File: src/rtl/spi_poll_master_if.sv
// rtl/spi_poll_master_if.sv - Handshake, data and SPI pin bundle for spi_poll_master
interface spi_poll_master_if #(
  parameter int FRAME_BITS = 40
);
  logic                  start;
  logic                  poll_en;
  logic [FRAME_BITS-1:0] tx_data;
  logic [FRAME_BITS-1:0] rx_data;
  logic                  rx_valid;
  logic                  busy;
  logic                  cs;
  logic                  sck;
  logic                  mosi;
  logic                  miso;

  modport master (
    input  start, poll_en, tx_data, miso,
    output rx_data, rx_valid, busy, cs, sck, mosi
  );

  modport slave (
    output start, poll_en, tx_data, miso,
    input  rx_data, rx_valid, busy, cs, sck, mosi
  );
endinterface

File: src/rtl/spi_poll_master.sv
// rtl/spi_poll_master.sv - Configurable-width SPI master with start/busy/done handshake and auto-poll
module spi_poll_master #(
  parameter int FRAME_BITS = 40,
  parameter int CLK_DIV    = 25,
  parameter int CS_SETUP   = 750,
  parameter int BYTE_GAP   = 500,
  parameter int FRAME_GAP  = 0,
  parameter bit CPOL       = 1'b0,
  parameter bit CPHA       = 1'b0
) (
  input  logic               clk50M,
  input  logic               rst_n,
  spi_poll_master_if.master  bus
);

  // One shared delay counter serves SETUP, SHIFT half-periods, BGAP, HOLD and FGAP.
  localparam int M1  = (CS_SETUP > BYTE_GAP) ? CS_SETUP : BYTE_GAP;
  localparam int M2  = (FRAME_GAP > CLK_DIV) ? FRAME_GAP : CLK_DIV;
  localparam int MAXD = (M1 > M2) ? M1 : M2;
  localparam int CW  = $clog2(MAXD + 1);
  localparam int BW  = $clog2(FRAME_BITS + 1);

  localparam logic [CW-1:0] DIV_LAST   = CW'(CLK_DIV - 1);
  localparam logic [CW-1:0] SETUP_LAST = CW'(CS_SETUP - 1);
  localparam logic [CW-1:0] BGAP_LAST  = CW'((BYTE_GAP > 0) ? BYTE_GAP - 1 : 0);
  localparam logic [CW-1:0] FGAP_LAST  = CW'((FRAME_GAP > 0) ? FRAME_GAP - 1 : 0);
  localparam logic [BW-1:0] LAST_BIT   = BW'(FRAME_BITS - 1);

  typedef enum logic [2:0] {IDLE, SETUP, SHIFT, BGAP, HOLD, FGAP} state_t;

  state_t                state_q, state_d;
  logic [CW-1:0]         cnt_q, cnt_d;
  logic [BW-1:0]         bit_q, bit_d;
  logic [BW-1:0]         bit_nxt;
  logic [FRAME_BITS-1:0] tx_q, tx_d;
  logic [FRAME_BITS-1:0] rx_q, rx_d;
  logic [FRAME_BITS-1:0] rx_data_q, rx_data_d;
  logic                  rx_valid_q, rx_valid_d;
  logic                  cs_q, cs_d;
  logic                  sck_q, sck_d;
  logic                  mosi_q, mosi_d;

  // State and datapath registers; reset abandons any frame without a done pulse.
  always_ff @(posedge clk50M or negedge rst_n) begin
    if (!rst_n) begin
      state_q    <= IDLE;
      cnt_q      <= '0;
      bit_q      <= '0;
      tx_q       <= '0;
      rx_q       <= '0;
      rx_data_q  <= '0;
      rx_valid_q <= 1'b0;
      cs_q       <= 1'b1;
      sck_q      <= CPOL;
      mosi_q     <= 1'b0;
    end else begin
      state_q    <= state_d;
      cnt_q      <= cnt_d;
      bit_q      <= bit_d;
      tx_q       <= tx_d;
      rx_q       <= rx_d;
      rx_data_q  <= rx_data_d;
      rx_valid_q <= rx_valid_d;
      cs_q       <= cs_d;
      sck_q      <= sck_d;
      mosi_q     <= mosi_d;
    end
  end

  // Next-state and output logic; a tick in SHIFT is a leading edge while sck still sits at CPOL.
  always_comb begin
    state_d    = state_q;
    cnt_d      = cnt_q;
    bit_d      = bit_q;
    tx_d       = tx_q;
    rx_d       = rx_q;
    rx_data_d  = rx_data_q;
    rx_valid_d = 1'b0;
    cs_d       = cs_q;
    sck_d      = sck_q;
    mosi_d     = mosi_q;
    bit_nxt    = bit_q + 1'b1;

    case (state_q)
      IDLE: begin
        cs_d  = 1'b1;
        sck_d = CPOL;
        cnt_d = '0;
        if (bus.start || bus.poll_en) begin
          state_d = SETUP;
          cs_d    = 1'b0;
          bit_d   = '0;
          if (CPHA == 1'b0) begin
            // MSB sits on mosi for the whole setup window.
            mosi_d = bus.tx_data[FRAME_BITS-1];
            tx_d   = {bus.tx_data[FRAME_BITS-2:0], 1'b0};
          end else begin
            tx_d   = bus.tx_data;
          end
        end
      end

      SETUP: begin
        if (cnt_q == SETUP_LAST) begin
          state_d = SHIFT;
          cnt_d   = '0;
        end else begin
          cnt_d = cnt_q + 1'b1;
        end
      end

      SHIFT: begin
        if (cnt_q == DIV_LAST) begin
          cnt_d = '0;
          sck_d = ~sck_q;
          if (sck_q == CPOL) begin
            if (CPHA == 1'b0) begin
              rx_d = {rx_q[FRAME_BITS-2:0], bus.miso};
            end else begin
              mosi_d = tx_q[FRAME_BITS-1];
              tx_d   = {tx_q[FRAME_BITS-2:0], 1'b0};
            end
          end else begin
            bit_d = bit_nxt;
            if (CPHA == 1'b1) begin
              rx_d = {rx_q[FRAME_BITS-2:0], bus.miso};
            end else if (bit_q != LAST_BIT) begin
              mosi_d = tx_q[FRAME_BITS-1];
              tx_d   = {tx_q[FRAME_BITS-2:0], 1'b0};
            end
            if (bit_q == LAST_BIT) begin
              state_d = HOLD;
            end else if ((BYTE_GAP > 0) && ((int'(bit_nxt) % 8) == 0)) begin
              state_d = BGAP;
            end
          end
        end else begin
          cnt_d = cnt_q + 1'b1;
        end
      end

      BGAP: begin
        if (cnt_q == BGAP_LAST) begin
          state_d = SHIFT;
          cnt_d   = '0;
        end else begin
          cnt_d = cnt_q + 1'b1;
        end
      end

      HOLD: begin
        if (cnt_q == DIV_LAST) begin
          cnt_d      = '0;
          cs_d       = 1'b1;
          rx_data_d  = rx_q;
          rx_valid_d = 1'b1;
          // Auto-poll restarts through IDLE, which re-latches tx_data one cycle later.
          state_d    = (FRAME_GAP > 0) ? FGAP : IDLE;
        end else begin
          cnt_d = cnt_q + 1'b1;
        end
      end

      FGAP: begin
        if (cnt_q == FGAP_LAST) begin
          state_d = IDLE;
          cnt_d   = '0;
        end else begin
          cnt_d = cnt_q + 1'b1;
        end
      end

      default: begin
        state_d = IDLE;
      end
    endcase
  end

  assign bus.rx_data  = rx_data_q;
  assign bus.rx_valid = rx_valid_q;
  assign bus.busy     = (state_q != IDLE);
  assign bus.cs       = cs_q;
  assign bus.sck      = sck_q;
  assign bus.mosi     = mosi_q;

endmodule

File: src/flat_wrapper.sv
// flat-port wrapper written by rule: the top's interface ports become plain ports
module spi_poll_master_flat 
#(
  parameter int FRAME_BITS = 40,
  parameter int CLK_DIV    = 25,
  parameter int CS_SETUP   = 750,
  parameter int BYTE_GAP   = 500,
  parameter int FRAME_GAP  = 0,
  parameter bit CPOL       = 1'b0,
  parameter bit CPHA       = 1'b0
)
  (clk50M, rst_n, bus_start, bus_poll_en, bus_tx_data, bus_miso, bus_rx_data, bus_rx_valid, bus_busy, bus_cs, bus_sck, bus_mosi);
  spi_poll_master_if #(.FRAME_BITS(FRAME_BITS)) bus_i ();
  input  logic clk50M;
  input  logic rst_n;
  input wire logic [$bits(bus_i.start)-1:0] bus_start;
  input wire logic [$bits(bus_i.poll_en)-1:0] bus_poll_en;
  input wire logic [$bits(bus_i.tx_data)-1:0] bus_tx_data;
  input wire logic [$bits(bus_i.miso)-1:0] bus_miso;
  output wire logic [$bits(bus_i.rx_data)-1:0] bus_rx_data;
  output wire logic [$bits(bus_i.rx_valid)-1:0] bus_rx_valid;
  output wire logic [$bits(bus_i.busy)-1:0] bus_busy;
  output wire logic [$bits(bus_i.cs)-1:0] bus_cs;
  output wire logic [$bits(bus_i.sck)-1:0] bus_sck;
  output wire logic [$bits(bus_i.mosi)-1:0] bus_mosi;
  assign bus_i.start = bus_start;
  assign bus_i.poll_en = bus_poll_en;
  assign bus_i.tx_data = bus_tx_data;
  assign bus_i.miso = bus_miso;
  assign bus_rx_data = bus_i.rx_data;
  assign bus_rx_valid = bus_i.rx_valid;
  assign bus_busy = bus_i.busy;
  assign bus_cs = bus_i.cs;
  assign bus_sck = bus_i.sck;
  assign bus_mosi = bus_i.mosi;
  spi_poll_master #(.FRAME_BITS(FRAME_BITS), .CLK_DIV(CLK_DIV), .CS_SETUP(CS_SETUP), .BYTE_GAP(BYTE_GAP), .FRAME_GAP(FRAME_GAP), .CPOL(CPOL), .CPHA(CPHA)) u_core (.clk50M(clk50M), .rst_n(rst_n), .bus(bus_i));
endmodule
File: config.mk
export PLATFORM = sky130hd
export DESIGN_NAME = spi_poll_master_flat
export DESIGN_NICKNAME = d
export VERILOG_FILES = /design/src/rtl/spi_poll_master_if.sv /design/src/rtl/spi_poll_master.sv /design/src/flat_wrapper.sv
export SDC_FILE = /design/constraint.sdc
export NUM_CORES = 1
export LEC_CHECK = 0
export ABC_AREA = 1
export CAP_MARGIN = 5
export CORE_MARGIN = 1.5
export CORE_UTILIZATION = 40
export CTS_CLUSTER_DIAMETER = 80
export DETAILED_ROUTE_END_ITERATION = 8
export GPL_ROUTABILITY_DRIVEN = 0
export PLACE_DENSITY = 0.71
export SYNTH_ARGS = -nofsm -noshare
export SYNTH_HDL_FRONTEND = slang
export SYNTH_SLANG_ARGS = --single-unit
File: constraint.sdc
create_clock -name clk50M -period 3.7 [get_ports clk50M]
set_clock_uncertainty 0.2 [all_clocks]
set_input_delay 0.555 -clock clk50M [delete_from_list [all_inputs] [get_ports clk50M]]
set_output_delay 0.555 -clock clk50M [all_outputs]
set_load 0.01 [all_outputs]
==> run_results.csv <==
group,metric,value,unit
run_status,status,"finished, final reports clean",
sta,fmax,394.6,MHz
worst_setup_path,r2r-start,"u_core.state_q[2]",
synthesis,synth_top_family_by_area,"simple AND/OR/NAND/NOR gates",
worst_setup_path,arrival,1.78,ns
detailed_routing,drc,0,
worst_setup_path,required,2.94,ns
synthesis,postSynthAreaPerCell,9.613,µm²
synthesis,syn_inst,669,
detailed_routing,dr.pass1.iters,4,
global_routing,antenna_found_initial,0,
finish,drive_gt1_share,13.17,%
clocking,ctsRootBufferMaster,"clkbuf_16",
synthesis,synth-edff-count,0,
finish,mostFrequentLayoutCells,"176 x nand2_1, 141 x dfrtp_1, 88 x clkdlybuf4s50_1",
finish,nFillCells,1509,
pwr,p_int,3.408,mW
clocking,cts.htree.levels,4,
finish,seq_area,0.003555,mm²
synthesis,synth_nets,719,
sta,finalHoldViolCount,0,
worst_setup_path,cp_cell_sequence,"inv_2, nand2_4, nor2_1, inv_1, clkdlybuf4s50_1",
global_routing,grt_overflow,0,
sta,period_needed,2.534,ns
clocking,worstSkewPairLatency,0.41,ns
finish,syn2layout_area_growth,25.08,%
synthesis,yosysWarnings,0,
global_routing,track_usage,15.01,%
worst_hold_path,hold_end,"u_core.bus.rx_data[39]",
worst_setup_path,slowest_stage,"clkdlybuf4s50_1",
clocking,cts.sinks,142,
detailed_routing,drt_iter0_markers,173,
worst_setup_path,criticalPathCategory,"register to output port",
clocking,cts_made_buffers,17,
worst_setup_path,critPathMaxStageDelay,0.49,ns
pwr,comb_power_share,29.8,%
sta,relSlewSlack,47.73,%
global_routing,first_global_vias,4234,
synthesis,synth-seq-area-share,55.27,%
sta,slew_viol_final,0,
clocking,cts_hold_buf,1,
global_routing,grt_start_max_net_pins,81,
detailed_routing,vias_per_cell,4.550,
pwr,swShare,34.48,%
finish,multi_input_area,0.002400,mm²
pwr,finalPower,5.202,mW
pwr,power.net_switching,1.794,mW
place,hpwl,7813,µm
worst_setup_path,path_max_fanout,5,
synthesis,netlist_area,0.006431,mm²
detailed_routing,dr_total_vias,4473,
clocking,cts_tree,"built",
finish,layout.nets,804,
floorplanning,initial_core_util,40.78,%
sta,post-route-period-util,68.50,%
floorplanning,die-area,0.01685,mm²
sta,setup_viol,0,
floorplanning,io_pins,90,
pwr,cellPowerDensity,646.6,mW/mm²
worst_setup_path,end_kind,"output port",
synthesis,synth_cell_types,31,
flow_run,max-cap-violations,0,
floorplanning,fp-row-count,46,
floorplanning,fp.coreArea,0.01577,mm²
clocking,postCtsSetupRepairBufs,0,
place,io_buffers,89,
place,dp.cells,950,
global_routing,grt_pass1_wl,20070,µm
worst_setup_path,reg2regPathDepth,6,
pwr,vdd_drop_max,0.4218,mV
clocking,clkTransAtPathRegs,0.06,ns
synthesis,ys_ff_latch,142,
floorplanning,die_x,129.8,µm
clocking,cts.path.max_buffers,2,
finish,final_cells,983,
pwr,clkPwrFrac,31.9,%
synthesis,synth-xor-area-share,1.226,%
synthesis,synthFlopType,"dfrtp_1",
worst_setup_path,start_kind,"register",
synthesis,synth_compound_gate_area_share,13.15,%
floorplanning,die_h,129.8,µm
synthesis,synth_mux_area_share,6.070,%
clocking,ctsResizeCount,0,
sta,whs,0.2744,ns
synthesis,async_flop_share,100.0,%
pwr,p_seq_share,38.3,%
worst_setup_path,rr_endpoint,"u_core.bit_q[5]",
worst_setup_path,startpoint,"u_core.state_q[2]",
pwr,total_leakage_power,3.694,nW
synthesis,synth-simple-area-share,15.89,%
worst_hold_path,worstHoldStart,"u_core.bus.rx_data[39]",
finish,final_common_cell,"nand2_1",
worst_hold_path,hold_depth,2,
detailed_routing,drt-wirelength-per-cell,11.68,µm
synthesis,synthAdderAreaFrac,0.9728,%
worst_setup_path,regToRegSetupSlack,1.32,ns
sta,grt_setup_unrepaired,"no",
sta,tightestPinTransition,0.7831,ns
detailed_routing,ant_nets,0,
worst_hold_path,hold_class,"register to register",
sta,fin_tns_setup,0,ns
finish,diodes,0,
detailed_routing,routed_wl,11480,µm
-- per-layer routing --
layer  wire (µm)  track usage, %  vias to the layer above  share of wire [%]
met5           0               0                        -                  0
met4         155           5.490                        0                1.3
met3         563           4.797                       15                4.9
met2        5107           22.66                       76                 44
met1        5658           20.32                     2046                 49
li1            -               -                     2336                  -
-- power by group through the flow --
stage	Combinational [mW]	Clock [mW]	Sequential, mW
final	1.55	1.66	1.99
after global routing	1.75	1.78	2.03
after CTS	1.59	1.71	1.99
after detailed placement	1.58	0	2.02
after global placement	1.55	0	2.02
after floorplan	1.42	0	1.96
-- through the flow --
step	area (µm²)	util (%)	setup WS [ns]
5_1_grt	8044	51.01	1.060
3_5_place_dp	7455	47.27	1.288
4_1_cts	8044	51.01	1.123
2_1_floorplan	6431	-	1.944
6_report	8044	51.01	1.166
3_3_place_gp	7455	47.27	1.365
-- logic make-up after synthesis --
kind of cell | Yosys count
muxes | 39
xor gates and xnor gates | 9
adders and majority gates | 5
AOI/OAI and AO/OA | 139
DFF | 142
and+or+nand+nor | 238
buffers and inverters | 97
-- cell type report --
type,instances,area share (%)
clock inverter,14,1.867
inverter,66,3.080
timing repair buffer,97,12.33
tap,216,3.360
clock buffer,18,5.335
sequential,142,44.19
multi-input combinational,430,29.83
-- registers in the layout, indices dropped and copies added, names as in the netlist --
name and count:
u_core.bus.rx_valid 1, u_core.bus.rx_data 40, u_core.bit_q 6, u_core.state_q 3
u_core.rx_q 40, u_core.bus.mosi 1, u_core.bus.cs 1, u_core.tx_q 39
u_core.bus.sck 1, u_core.cnt_q 10
-- synth_stat cells, types with 7 or more instances --
master | number | share of area [%]
nand3_1 | 17 | 1.3
buf_2 | 17 | 1.3
nor2_1 | 21 | 1.2
dfrtp_1 | 141 | 55
a21oi_1 | 7 | 0.54
inv_1 | 60 | 3.5
o21ai_1 | 65 | 5.1
nand2_1 | 176 | 10
o21ai_0 | 27 | 2.1
buf_6 | 11 | 1.9
o21ai_2 | 40 | 5.4
mux2i_1 | 39 | 6.1
-- worst max-delay path by stage --
stage | end | slack, ns
global placement | u_core.bit_q[5] | 1.37
finish | bus_busy | 1.17
detailed placement | u_core.bit_q[5] | 1.29
floorplan | u_core.bus.mosi | 1.94
global route | bus_busy | 1.06
CTS | bus_busy | 1.12
-- worst max-delay path: cells and delay by family (launching register included) --
family,cells,cell delay [ns]
and+or+nand+nor,2,0.21
buffers and inverters,3,0.73
DFF,1,0.43
Power figures use the tool's default switching activity.
